**src/rtl/pc_gen.sv**
```systemverilog
// Program-counter generator for the instruction-fetch stage.
// Sequential fetch with flush/branch redirects; a branch seen while IF is stalled is buffered until release.
module pc_gen #(
  parameter int                ADDR_W       = 32,
  parameter logic [ADDR_W-1:0] RESET_VECTOR = '0,
  parameter int                INST_BYTES   = 4,
  parameter int                STALL_W      = 6
) (
  input  logic               clk,
  input  logic               rst,
  input  logic [STALL_W-1:0] stall,
  input  logic               flush,
  input  logic [ADDR_W-1:0]  new_pc,
  input  logic               branch_flag_i,
  input  logic [ADDR_W-1:0]  branch_target_address_i,
  output logic [ADDR_W-1:0]  pc,
  output logic               ce,
  output logic               pend_valid_o
);

  localparam logic [ADDR_W-1:0] STEP       = ADDR_W'(INST_BYTES);
  localparam logic [ADDR_W-1:0] ALIGN_MASK = ~(ADDR_W'(INST_BYTES - 1));

  typedef enum logic [2:0] {
    SEL_HOLD,
    SEL_FLUSH,
    SEL_BRANCH,
    SEL_PEND,
    SEL_SEQ
  } pc_sel_e;

  logic              ce_q, ce_d;
  logic [ADDR_W-1:0] pc_q, pc_d;
  logic              pend_valid_q, pend_valid_d;
  logic [ADDR_W-1:0] pend_target_q, pend_target_d;

  logic              stall_if;
  logic [ADDR_W-1:0] flush_target;
  logic [ADDR_W-1:0] branch_target;
  pc_sel_e           pc_sel;

  // Only the IF stall bit matters; the rest of the vector is folded away on purpose.
  logic unused_stall;
  assign unused_stall = ^stall;

  assign stall_if      = stall[0];
  assign flush_target  = new_pc & ALIGN_MASK;
  assign branch_target = branch_target_address_i & ALIGN_MASK;

  always_comb begin
    pc_sel = SEL_HOLD;
    if (ce_q) begin
      if (flush)              pc_sel = SEL_FLUSH;
      else if (stall_if)      pc_sel = SEL_HOLD;
      else if (branch_flag_i) pc_sel = SEL_BRANCH;
      else if (pend_valid_q)  pc_sel = SEL_PEND;
      else                    pc_sel = SEL_SEQ;
    end
  end

  always_comb begin
    // NOTE: every output of this block gets a default first so no path can infer a latch.
    ce_d          = 1'b1;
    pc_d          = pc_q;
    pend_valid_d  = pend_valid_q;
    pend_target_d = pend_target_q;
    unique case (pc_sel)
      SEL_FLUSH: begin
        pc_d         = flush_target;
        pend_valid_d = 1'b0;
      end
      SEL_BRANCH: begin
        pc_d         = branch_target;
        pend_valid_d = 1'b0;
      end
      SEL_PEND: begin
        pc_d         = pend_target_q;
        pend_valid_d = 1'b0;
      end
      SEL_SEQ: begin
        pc_d = pc_q + STEP;
      end
      SEL_HOLD: begin
        // Stalled with a live branch: capture it, newest branch wins.
        if (ce_q && branch_flag_i) begin
          pend_valid_d  = 1'b1;
          pend_target_d = branch_target;
        end
      end
      default: ;
    endcase
  end

  always_ff @(posedge clk) begin
    // NOTE: sequential state uses non-blocking assignments so all registers update together at the edge.
    if (rst) begin
      ce_q          <= 1'b0;
      pc_q          <= RESET_VECTOR;
      pend_valid_q  <= 1'b0;
      pend_target_q <= '0;
    end else begin
      ce_q          <= ce_d;
      pc_q          <= pc_d;
      pend_valid_q  <= pend_valid_d;
      pend_target_q <= pend_target_d;
    end
  end

  assign pc           = pc_q;
  assign ce           = ce_q;
  assign pend_valid_o = pend_valid_q;

endmodule

```
**config.mk**
```make
export PLATFORM = sky130hd
export DESIGN_NAME = pc_gen
export DESIGN_NICKNAME = d
export VERILOG_FILES = /design/src/rtl/pc_gen.sv
export SDC_FILE = /design/constraint.sdc
export NUM_CORES = 1
export LEC_CHECK = 0
export ABC_AREA = 1
export BUFFER_PORTS_ARGS = -buffer_cell sky130_fd_sc_hd__buf_2
export CAP_MARGIN = 20
export CORE_MARGIN = 2
export CORE_UTILIZATION = 40
export CTS_CLUSTER_SIZE = 28
export DETAILED_ROUTE_END_ITERATION = 8
export PLACE_DENSITY = 0.66
export SETUP_SLACK_MARGIN = 0.02
export SYNTH_ARGS = -nofsm -noshare
export SYNTH_HDL_FRONTEND = slang
export SYNTH_SLANG_ARGS = --single-unit
```
**constraint.sdc**
```tcl
create_clock -name clk -period 1.5 [get_ports clk]
set_clock_uncertainty 0.1 [all_clocks]
set_input_delay 0.225 -clock clk [delete_from_list [all_inputs] [get_ports clk]]
set_output_delay 0.225 -clock clk [all_outputs]
set_load 0.005 [all_outputs]
```
==> results_dict.tcl, run 1 <==
set metrics [dict create \
    status "complete, but fails checks" \
    failed_checks "negative setup slack" \
    via_count 4990 \
    ys_top_cells_by_area "sky130_fd_sc_hd__dfxtp_1 32%, sky130_fd_sc_hd__nand2_1 18%, sky130_fd_sc_hd__nor2_1 11%" \
    core_region_area_sq_mm 0.00928 \
    cp_data_required_time_ns 1.66 \
    die_x_um 102 \
    power_switching_w 0.00149 \
    grt.total_usage 0.268 \
    top_level_ports 108 \
    grt_start_max_net_pins 32 \
    synth-edff-count 0 \
    holdCritPathClass "input port to flip-flop" \
    cp_slowest_cell "sky130_fd_sc_hd__dfxtp_4" \
    vdd_drop_max_mv 0.459 \
    pwr-share-comb 0.235 \
    synthTopCellsByCount "180 x sky130_fd_sc_hd__nand2_1, 113 x sky130_fd_sc_hd__nor2_1, 62 x sky130_fd_sc_hd__dfxtp_1" \
    worstPathBufferInverterCount 2 \
    insertedDiodeCount 0 \
    filler_cell_count 815 \
    grt_setup_unrepaired "true" \
    first_pass_grt_wire_length_mm 21.7 \
    whs_path_depth 3 \
    timing.final.max_slew_violations 0 \
    finalPower_w 0.00495 \
    post-route-period-util 1.10 \
    setup_ws_ns -0.157 \
    design.die.area_sq_mm 0.0104 \
    slowest_delay_ns 0.39 \
    die_h_um 102 \
    initialDrtViolationCount 283 \
    cap_violations 0 \
    syn_inst 639 \
    power_frac_seq 0.384 \
    yosys.cell_count.top_type "sky130_fd_sc_hd__nand2_1" \
    setup.worst_path.start_class "flip-flop" \
    netlist_area_sq_mm 0.00385 \
    globalRoute.totalOverflow 0 \
    synth.ff_latch_count 62 \
    cp_cell_sequence "nand2_4 > nor2_4 > nand2_4 > nand2_8 > nor2_4 > buf_4 > a21oi_1 > nand4_1 > nand2_1 > inv_1" \
    p_sw_frac 0.302 \
    design.final.nets 909 \
    worstRegToRegCells 10 \
    pwr-share-clk 0.382 \
    antenna_violating_nets_post_route 0 \
    detail_route.wl_per_cell_um 15.4 \
    clock-sinks 62 \
    clockRootBuffer "sky130_fd_sc_hd__clkbuf_8" \
    intPower_w 0.00346 \
    worstSetupPathDepth 10 \
    synth.yosys.warnings 0 \
    arrival_ns 1.82 \
    p_leak_nw 2.90 \
    hold_viol 0 \
    grt_antenna_before_repair 0 \
    place.detailed.hpwl_mm 9.98 \
    yosys_most_used_dff "sky130_fd_sc_hd__dfxtp_1" \
    effective_utilization_at_floorplan 0.415 \
    tritoncts_clock_tree "done" \
    detailedPlace.worstSlack_ns -0.149 \
    timing.critical_path.fanout_max 7 \
    worst_pin_slew_ns 0.512 \
    place.gp.congestion 0.902 \
    portBuffers 96 \
    critical_path_class "flip-flop to flip-flop" \
    finalSetupViolCount 60 \
    cts_buffers 9 \
    layout-area-overhead-vs-synth_pct 61.3 \
    clkSlewWorstSetupHoldPaths_ns 0.08 \
    timing.critical_path.max_delay_family "simple AND/OR/NAND/NOR gates" \
    smallest_hold_slack_ns 0.00380 \
    post-route-min-period_ns 1.66 \
    tritonroute_pass_1_iters 5 \
    final_layout_size_suffix_gt1_frac 0.440 \
    rows 35 \
    fraction_of_synthesized_cell_area_taken_by_the_top_area_cell_type 0.322 \
    vias_per_cell 5.15 \
    postRouteWirelength_mm 14.9 \
    final_cells 968 \
    ys_types 37 \
    cts_buffer_depth 2 \
    drc_markers 0 \
    syn_avg_cell_area_sq_um 6.02 \
    placed_cells 925 \
    synth_area_leader_cell "sky130_fd_sc_hd__dfxtp_1" \
    cts.htree.levels 3 \
    async_flop_share 0 \
    synth.yosys.seq_area_share 0.322 \
    vias_in_the_first_global_route 4485 \
    worst_setup_path_end_kind "flip-flop" \
    clkLatencyLatePin_ns 0.36 \
    max_slew_margin 0.658 \
    power_density_mw_per_mm2 797 \
    fmax_ghz 0.603 \
]
==> timing repair <==
| item | in CTS | in global routing |
|---|---|---|
| hold buffers | 1 | 0 |
| endpoints found under the hold margin | 1 | 0 |
| gates cloned | 4 | 5 |
| resized for setup | 83 | 127 |
| buffers inserted | 10 | 7 |
| setup endpoints to repair | 60 | 60 |
| pin swaps | 19 | 22 |
==> final cells by class <==
class / count / area, sq um / area share
Inverter: 53 / 235 / 0.0379
Sequential cell: 62 / 1270 / 0.205
Clock buffer: 9 / 124 / 0.0200
Timing Repair inverter: 2 / 22.5 / 0.00363
Timing Repair Buffer: 208 / 1570 / 0.253
Tap cell: 129 / 161 / 0.0260
Clock inverter: 7 / 121 / 0.0196
Multi-Input combinational cell: 498 / 2700 / 0.435
==> state kept, by name, indices dropped and copies added (netlist names) <==
| signal | flops |
|---|---|
| pc | 30 |
| pend_target_q | 30 |
| pend_valid_o | 1 |
| ce | 1 |
==> power groups by stage <==
stage,registers (W),clock network (W),logic (W)
after global placement,0.00191,0,0.000860
after detailed placement,0.00191,0,0.000880
final,0.00190,0.00189,0.00116
after CTS,0.00188,0.00188,0.000996
after floorplan,0.00191,0,0.000406
after global routing,0.00191,0.00196,0.00126
==> per-layer routing <==
metal | part of all wire | vias to the layer above | global-route usage
li1 | - | 2452 | -
met1 | 0.44 | 2327 | 0.368
met2 | 0.48 | 190 | 0.443
met3 | 0.061 | 21 | 0.0445
met4 | 0.017 | 0 | 0.0626
met5 | 0 | - | 0
==> final timing paths <==
path	from	endpoint	slack [ns]
max	ce	pc[19]	-0.16
min	branch_target_address_i[12]	pend_target_q[12]	0.004
max reg2reg	ce	pc[19]	-0.16
min reg2reg	pend_target_q[29]	pend_target_q[29]	0.40
==> stage by stage <==
step / area [sq um] / utilization / setup TNS, ns
after floorplan: 3900 / - / 0
after global placement: 5110 / 0.551 / -2.57
after detailed placement: 5110 / 0.551 / -4.55
after CTS: 5710 / 0.615 / -2.58
after global routing: 6210 / 0.669 / -8.16
final: 6210 / 0.669 / -4.16
==> layout by cell type, fill, tap and decap left out, types with 2 or more instances in the layout <==
master                        n
sky130_fd_sc_hd__nand2_2      9
sky130_fd_sc_hd__conb_1       2
sky130_fd_sc_hd__buf_4       87
sky130_fd_sc_hd__nor2_2      30
sky130_fd_sc_hd__or2_2        9
sky130_fd_sc_hd__nor2_1      81
sky130_fd_sc_hd__inv_8        2
sky130_fd_sc_hd__nand2_8      2
sky130_fd_sc_hd__a21oi_2      6
sky130_fd_sc_hd__o21ai_2     34
sky130_fd_sc_hd__clkbuf_16    2
sky130_fd_sc_hd__nand3_2      3
sky130_fd_sc_hd__inv_2        4
sky130_fd_sc_hd__o22ai_1      2
sky130_fd_sc_hd__nand2_4      8
sky130_fd_sc_hd__inv_1       45
sky130_fd_sc_hd__dfxtp_1     47
sky130_fd_sc_hd__buf_8        3
sky130_fd_sc_hd__xor2_1       2
sky130_fd_sc_hd__bufinv_16    3
sky130_fd_sc_hd__o21ai_0     11
sky130_fd_sc_hd__nor3_1       2
sky130_fd_sc_hd__o211ai_1     2
sky130_fd_sc_hd__o21ai_1     12
sky130_fd_sc_hd__buf_6        8
sky130_fd_sc_hd__nand2_1    168
sky130_fd_sc_hd__nand4_1      8
sky130_fd_sc_hd__a31oi_1      3
sky130_fd_sc_hd__dfxtp_2     10
sky130_fd_sc_hd__nand3_1     41
sky130_fd_sc_hd__clkinv_4     2
sky130_fd_sc_hd__a21oi_1     36
sky130_fd_sc_hd__inv_4        3
sky130_fd_sc_hd__buf_12       9
sky130_fd_sc_hd__nor2_4      13
sky130_fd_sc_hd__buf_2       96
sky130_fd_sc_hd__dfxtp_4      5
sky130_fd_sc_hd__clkbuf_8     9
==> cell families after synthesis <==
group,Yosys count,synth area share
AO/OA/AOI/OAI,113,0.155
buffers and inverters,80,0.0871
flip-flops,62,0.322
other,1,0.000974
AND/OR/NAND/NOR,379,0.424
XOR/XNOR,3,0.00683
adder cells (fa/ha/maj),1,0.00325
==> worst register-to-register path, delay by kind of cell (launching register included) <==
family                 cells  cell delay (ns)
buffers and inverters      2             0.20
flip-flops                 1             0.39
AND/OR/NAND/NOR            7             0.74
AO/OA/AOI/OAI              1             0.14
(Power assumes the default switching activity.)
==> run 2, diff against run 1 <==
--- a/config.mk
+++ b/config.mk
@@ -14,6 +14,8 @@
 export DETAILED_ROUTE_END_ITERATION = 8
 export PLACE_DENSITY = 0.66
 export SETUP_SLACK_MARGIN = 0.02
+export SKIP_CTS_REPAIR_TIMING = 1
+export SLEW_MARGIN = 20
 export SYNTH_ARGS = -nofsm -noshare
 export SYNTH_HDL_FRONTEND = slang
 export SYNTH_SLANG_ARGS = --single-unit
==> results_dict.tcl, run 2 (same netlist as run 1, synthesis figures left out) <==
set metrics [dict create \
    worst_pin_slew_ns 0.505 \
    layout-area-overhead-vs-synth_pct 66.0 \
    grt_antenna_before_repair 0 \
    setup_ws_ns -0.200 \
    timing.final.max_slew_violations 0 \
    design.die.area_sq_mm 0.0104 \
    place.gp.congestion 0.902 \
    vias_per_cell 5.28 \
    post-route-period-util 1.13 \
    pwr-share-comb 0.239 \
    sequential_cell_area_sq_mm 0.00127 \
    cts_buffer_depth 2 \
    multi_input_comb_area_sq_mm 0.00286 \
    drc_markers 0 \
    clkSlewWorstSetupHoldPaths_ns 0.08 \
    power_switching_w 0.00153 \
    power_density_mw_per_mm2 782 \
    portBuffers 96 \
    cap_violations 0 \
    smallest_hold_slack_ns 0.0232 \
    core_region_area_sq_mm 0.00928 \
    effective_utilization_at_floorplan 0.415 \
    max_slew_margin 0.663 \
    first_pass_grt_wire_length_mm 20.3 \
    postRouteWirelength_mm 15.7 \
    initialDrtViolationCount 329 \
    met2WireLength_mm 7.71 \
    power_frac_seq 0.381 \
    intPower_w 0.00346 \
    highest_layer "met4" \
    detail_route.wl_per_cell_um 16.2 \
    status "complete, but fails checks" \
    final_cells 968 \
    filler_cell_count 773 \
    met3RoutedLength_mm 1.22 \
    antenna_violating_nets_post_route 0 \
    tritonroute_pass_1_iters 7 \
    post-route-util 0.688 \
    via_count 5113 \
    die_x_um 102 \
    grt_setup_unrepaired "true" \
    fmax_ghz 0.588 \
    top_level_ports 108 \
    pwr-share-clk 0.380 \
    placed_cells 925 \
    grt.total_usage 0.251 \
    timing.critical_path.fanout_max 6 \
    cp_data_required_time_ns 1.65 \
    commonest_non_fill_non_tap_cell_in_the_layout "sky130_fd_sc_hd__nand2_1" \
    setup.worst_path.start_class "flip-flop" \
    whs_path_depth 3 \
    vdd_drop_max_mv 0.585 \
    finalSetupViolCount 60 \
    globalRoute.totalOverflow 0 \
    clkLatencyLatePin_ns 0.36 \
    failed_checks "negative setup slack" \
    cts_buffers 9 \
    holdCritPathClass "input port to flip-flop" \
    final_layout_size_suffix_gt1_frac 0.471 \
    post-route-min-period_ns 1.70 \
    insertedDiodeCount 0 \
    clock-sinks 62 \
    design.final.nets 909 \
    worstRegToRegCells 12 \
    m1WireLength_mm 6.39 \
    timing.setup.tns_ns -6.67 \
    p_leak_nw 2.98 \
    hold_viol 0 \
    worst_setup_path_end_kind "flip-flop" \
    die_h_um 102 \
    p_sw_frac 0.307 \
    cts.htree.levels 3 \
    tritoncts_clock_tree "done" \
    most-common-layout-cells "149 x sky130_fd_sc_hd__nand2_1, 96 x sky130_fd_sc_hd__buf_2, 87 x sky130_fd_sc_hd__nor2_1, 81 x sky130_fd_sc_hd__buf_4, 47 x sky130_fd_sc_hd__dfxtp_1" \
    vias_in_the_first_global_route 4250 \
    grt_start_max_net_pins 32 \
    place.detailed.hpwl_mm 9.98 \
    critical_path_class "flip-flop to flip-flop" \
    rows 35 \
    arrival_ns 1.85 \
    clockRootBuffer "sky130_fd_sc_hd__clkbuf_8" \
]
## run 2: critical path: stages (launching register included)
cell,delay [ns]
sky130_fd_sc_hd__dfxtp_4,0.40
sky130_fd_sc_hd__inv_2,0.05
sky130_fd_sc_hd__nor2_4,0.14
sky130_fd_sc_hd__nand2_2,0.10
sky130_fd_sc_hd__nand2_4,0.12
sky130_fd_sc_hd__nor2_4,0.09
sky130_fd_sc_hd__buf_12,0.14
sky130_fd_sc_hd__nand2_1,0.06
sky130_fd_sc_hd__nand2_1,0.05
sky130_fd_sc_hd__nor2_1,0.15
sky130_fd_sc_hd__nand2_1,0.08
sky130_fd_sc_hd__nand2_1,0.06
sky130_fd_sc_hd__a21oi_1,0.05
## run 2: worst paths after layout
path	from	endpoint	slack, ns
max	ce	pc[29]	-0.20
min	branch_target_address_i[16]	pend_target_q[16]	0.02
max reg2reg	ce	pc[29]	-0.20
min reg2reg	pend_target_q[18]	pend_target_q[18]	0.41
## run 2: power by group through the flow
stage / registers [W] / logic, W / clock network (W)
3_5_place_dp: 0.00191 / 0.000880 / 0
6_report: 0.00190 / 0.00120 / 0.00190
2_1_floorplan: 0.00191 / 0.000406 / 0
3_3_place_gp: 0.00191 / 0.000860 / 0
5_1_grt: 0.00192 / 0.00129 / 0.00196
4_1_cts: 0.00187 / 0.000885 / 0.00188
## run 2: metrics by stage
stage	total power (W)	area, sq um	setup WS (ns)
finish	0.00499	6390	-0.200
global route	0.00517	6390	-0.310
CTS	0.00464	5360	-0.160
detailed placement	0.00279	5110	-0.149
global placement	0.00277	5110	-0.103
floorplan	0.00232	3900	0.00119
## run 2: routing by layer
metal,up-vias,track usage
met5,-,0
met2,259,0.404
met1,2366,0.352
met3,34,0.0431
li1,2454,-
met4,0,0.0585
## run 2: area by class of cell
| cell class | instances | share of cell area |
|---|---|---|
| sequential | 62 | 0.199 |
| tap | 129 | 0.0253 |
| multi-input combinational | 498 | 0.447 |
| inverter | 53 | 0.0339 |
| clock buffer | 9 | 0.0194 |
| timing repair inverter | 2 | 0.00509 |
| clock inverter | 7 | 0.0190 |
| timing repair buffer | 208 | 0.251 |
==> run 3, diff against run 2 <==
--- a/config.mk
+++ b/config.mk
@@ -9,10 +9,10 @@
 export BUFFER_PORTS_ARGS = -buffer_cell sky130_fd_sc_hd__buf_2
 export CAP_MARGIN = 20
 export CORE_MARGIN = 2
-export CORE_UTILIZATION = 40
+export CORE_UTILIZATION = 48
 export CTS_CLUSTER_SIZE = 28
 export DETAILED_ROUTE_END_ITERATION = 8
-export PLACE_DENSITY = 0.66
+export PLACE_DENSITY = 0.77
 export SETUP_SLACK_MARGIN = 0.02
 export SKIP_CTS_REPAIR_TIMING = 1
 export SLEW_MARGIN = 20
==> results_dict.tcl, run 3 (same netlist as run 1, synthesis figures left out) <==
set metrics [dict create \
    layout-area-overhead-vs-synth_pct 68.9 \
    cap_violations 0 \
    detail_route.wl_per_cell_um 20.7 \
    holdCritPathClass "input port to flip-flop" \
    globalRoute.totalOverflow 0 \
    cts.htree.levels 3 \
    place.gp.congestion 0.929 \
    postRouteWirelength_mm 19.4 \
    drc_markers 23 \
    smallest_hold_slack_ns 0.0101 \
    p_leak_nw 3.05 \
    most-common-layout-cells "132 x sky130_fd_sc_hd__nand2_1, 96 x sky130_fd_sc_hd__buf_2, 78 x sky130_fd_sc_hd__buf_4, 70 x sky130_fd_sc_hd__nor2_1, 44 x sky130_fd_sc_hd__dfxtp_1" \
    worst_setup_path_end_kind "flip-flop" \
    worstPathBufferInverterCount 1 \
    clock-sinks 62 \
    vdd_drop_max_mv 0.761 \
    commonest_non_fill_non_tap_cell_in_the_layout "sky130_fd_sc_hd__nand2_1" \
    initialDrtViolationCount 971 \
    rows 32 \
    post-route-min-period_ns 2.11 \
    dpl_cell_area_sq_mm 0.00502 \
    clkSlewWorstSetupHoldPaths_ns 0.08 \
    timing.critical_path.max_delay_family "simple AND/OR/NAND/NOR gates" \
    grt_antenna_before_repair 0 \
    cp_data_required_time_ns 1.62 \
    vias_in_the_first_global_route 4484 \
    core_region_area_sq_mm 0.00777 \
    timing.critical_path.fanout_max 6 \
    top_level_ports 108 \
    vias_per_cell 6.25 \
    filler_cell_count 409 \
    failed_checks "design-rule violations, negative setup slack" \
    design.die.area_sq_mm 0.00875 \
    grt_setup_unrepaired "true" \
    tritoncts_clock_tree "done" \
    first_pass_grt_wire_length_mm 20.6 \
    final_layout_size_suffix_gt1_frac 0.507 \
    cp_cell_sequence "ha_4 > nand2_4 > nor2_4 > nand2_4 > nor2_4 > nand3_1 > o211ai_1 > nand2_1 > o21ai_1 > inv_1" \
    die_h_um 93.5 \
    die_x_um 93.5 \
    slowest_delay_ns 0.38 \
    cts_buffers 9 \
    grt.total_usage 0.299 \
    portBuffers 96 \
    grt_start_max_net_pins 32 \
    place.detailed.hpwl_mm 9.78 \
    design.final.nets 904 \
    clockRootBuffer "sky130_fd_sc_hd__clkbuf_8" \
    setup.worst_path.start_class "flip-flop" \
    status "complete, but fails checks" \
    critical_path_class "flip-flop to flip-flop" \
    fin_area_sq_mm 0.00650 \
    setup_ws_ns -0.610 \
    insertedDiodeCount 0 \
    antenna_violating_nets_post_route 0 \
    power_density_mw_per_mm2 802 \
    via_count 5854 \
    finalSetupViolCount 60 \
    cp_slowest_cell "sky130_fd_sc_hd__dfxtp_4" \
    arrival_ns 2.23 \
    clkLatencyLatePin_ns 0.37 \
    tritonroute_pass_1_iters 9 \
    post-route-period-util 1.41 \
    hold_viol 0 \
    effective_utilization_at_floorplan 0.495 \
    fmax_ghz 0.474 \
    timing.final.max_slew_violations 0 \
    finalPower_w 0.00521 \
    cts_buffer_depth 2 \
]
## run 3: cell types whose count changed in the layout (fill, tap and decap cells not counted), sizes merged
cell      delta
buf          -8
clkbuf       +3
inv          +2
clkinv       -1
clkinvlp     -1
## run 3: final cells by class
class | count | area (sq um) | share of cell area
multi-input combinational | 498 | 3030 | 0.466
sequential | 62 | 1290 | 0.198
timing repair inverter | 3 | 31.3 | 0.00481
timing repair buffer | 202 | 1530 | 0.235
inverter | 53 | 233 | 0.0358
clock inverter | 6 | 116 | 0.0179
clock buffer | 10 | 149 | 0.0229
tap | 102 | 128 | 0.0196
## run 3: per-stage QoR
step | instances | util | TNS [ns] | worst slack (ns)
finish | 936 | 0.837 | -11.17 | -0.610
global route | 936 | 0.837 | -13.93 | -0.599
CTS | 908 | 0.680 | -4.88 | -0.216
detailed placement | 892 | 0.646 | -4.39 | -0.187
global placement | 892 | 0.646 | -2.07 | -0.148
floorplan | 640 | - | 0 | 0.00119
## run 3: per-layer routing
layer  vias up  track usage  wire [um]
met5         -            0          0
met4         0       0.0954       1830
met1      2575        0.394       6560
li1       2446            -          -
met2       593        0.506       8430
met3       240       0.0411       2530
## run 3: path summary, 6_finish.rpt
path	start	to	slack [ns]	depth (start not counted)
hold reg to reg	pend_target_q[13]	pend_target_q[13]	0.42	2
setup reg to reg	pc[3]	pc[18]	-0.61	10
hold / removal	branch_target_address_i[31]	pend_target_q[31]	0.01	3
setup / recovery	pc[3]	pc[18]	-0.61	10
## run 3: where the power goes
part	total [W]	internal [W]	switching, W	leakage, nW
clock network	0.00200	0.00121	0.000786	0.132
logic	0.00129	0.000571	0.000723	2.40
registers	0.00192	0.00177	0.000145	0.520
## run 3: worst register-to-register path, cell delays in order (launching register included)
cell and delay (ns):
sky130_fd_sc_hd__dfxtp_4 0.38, sky130_fd_sc_hd__ha_4 0.15, sky130_fd_sc_hd__nand2_4 0.06, sky130_fd_sc_hd__nor2_4 0.11
sky130_fd_sc_hd__nand2_4 0.09, sky130_fd_sc_hd__nor2_4 0.21, sky130_fd_sc_hd__nand3_1 0.10, sky130_fd_sc_hd__o211ai_1 0.11
sky130_fd_sc_hd__nand2_1 0.14, sky130_fd_sc_hd__o21ai_1 0.37, sky130_fd_sc_hd__inv_1 0.15
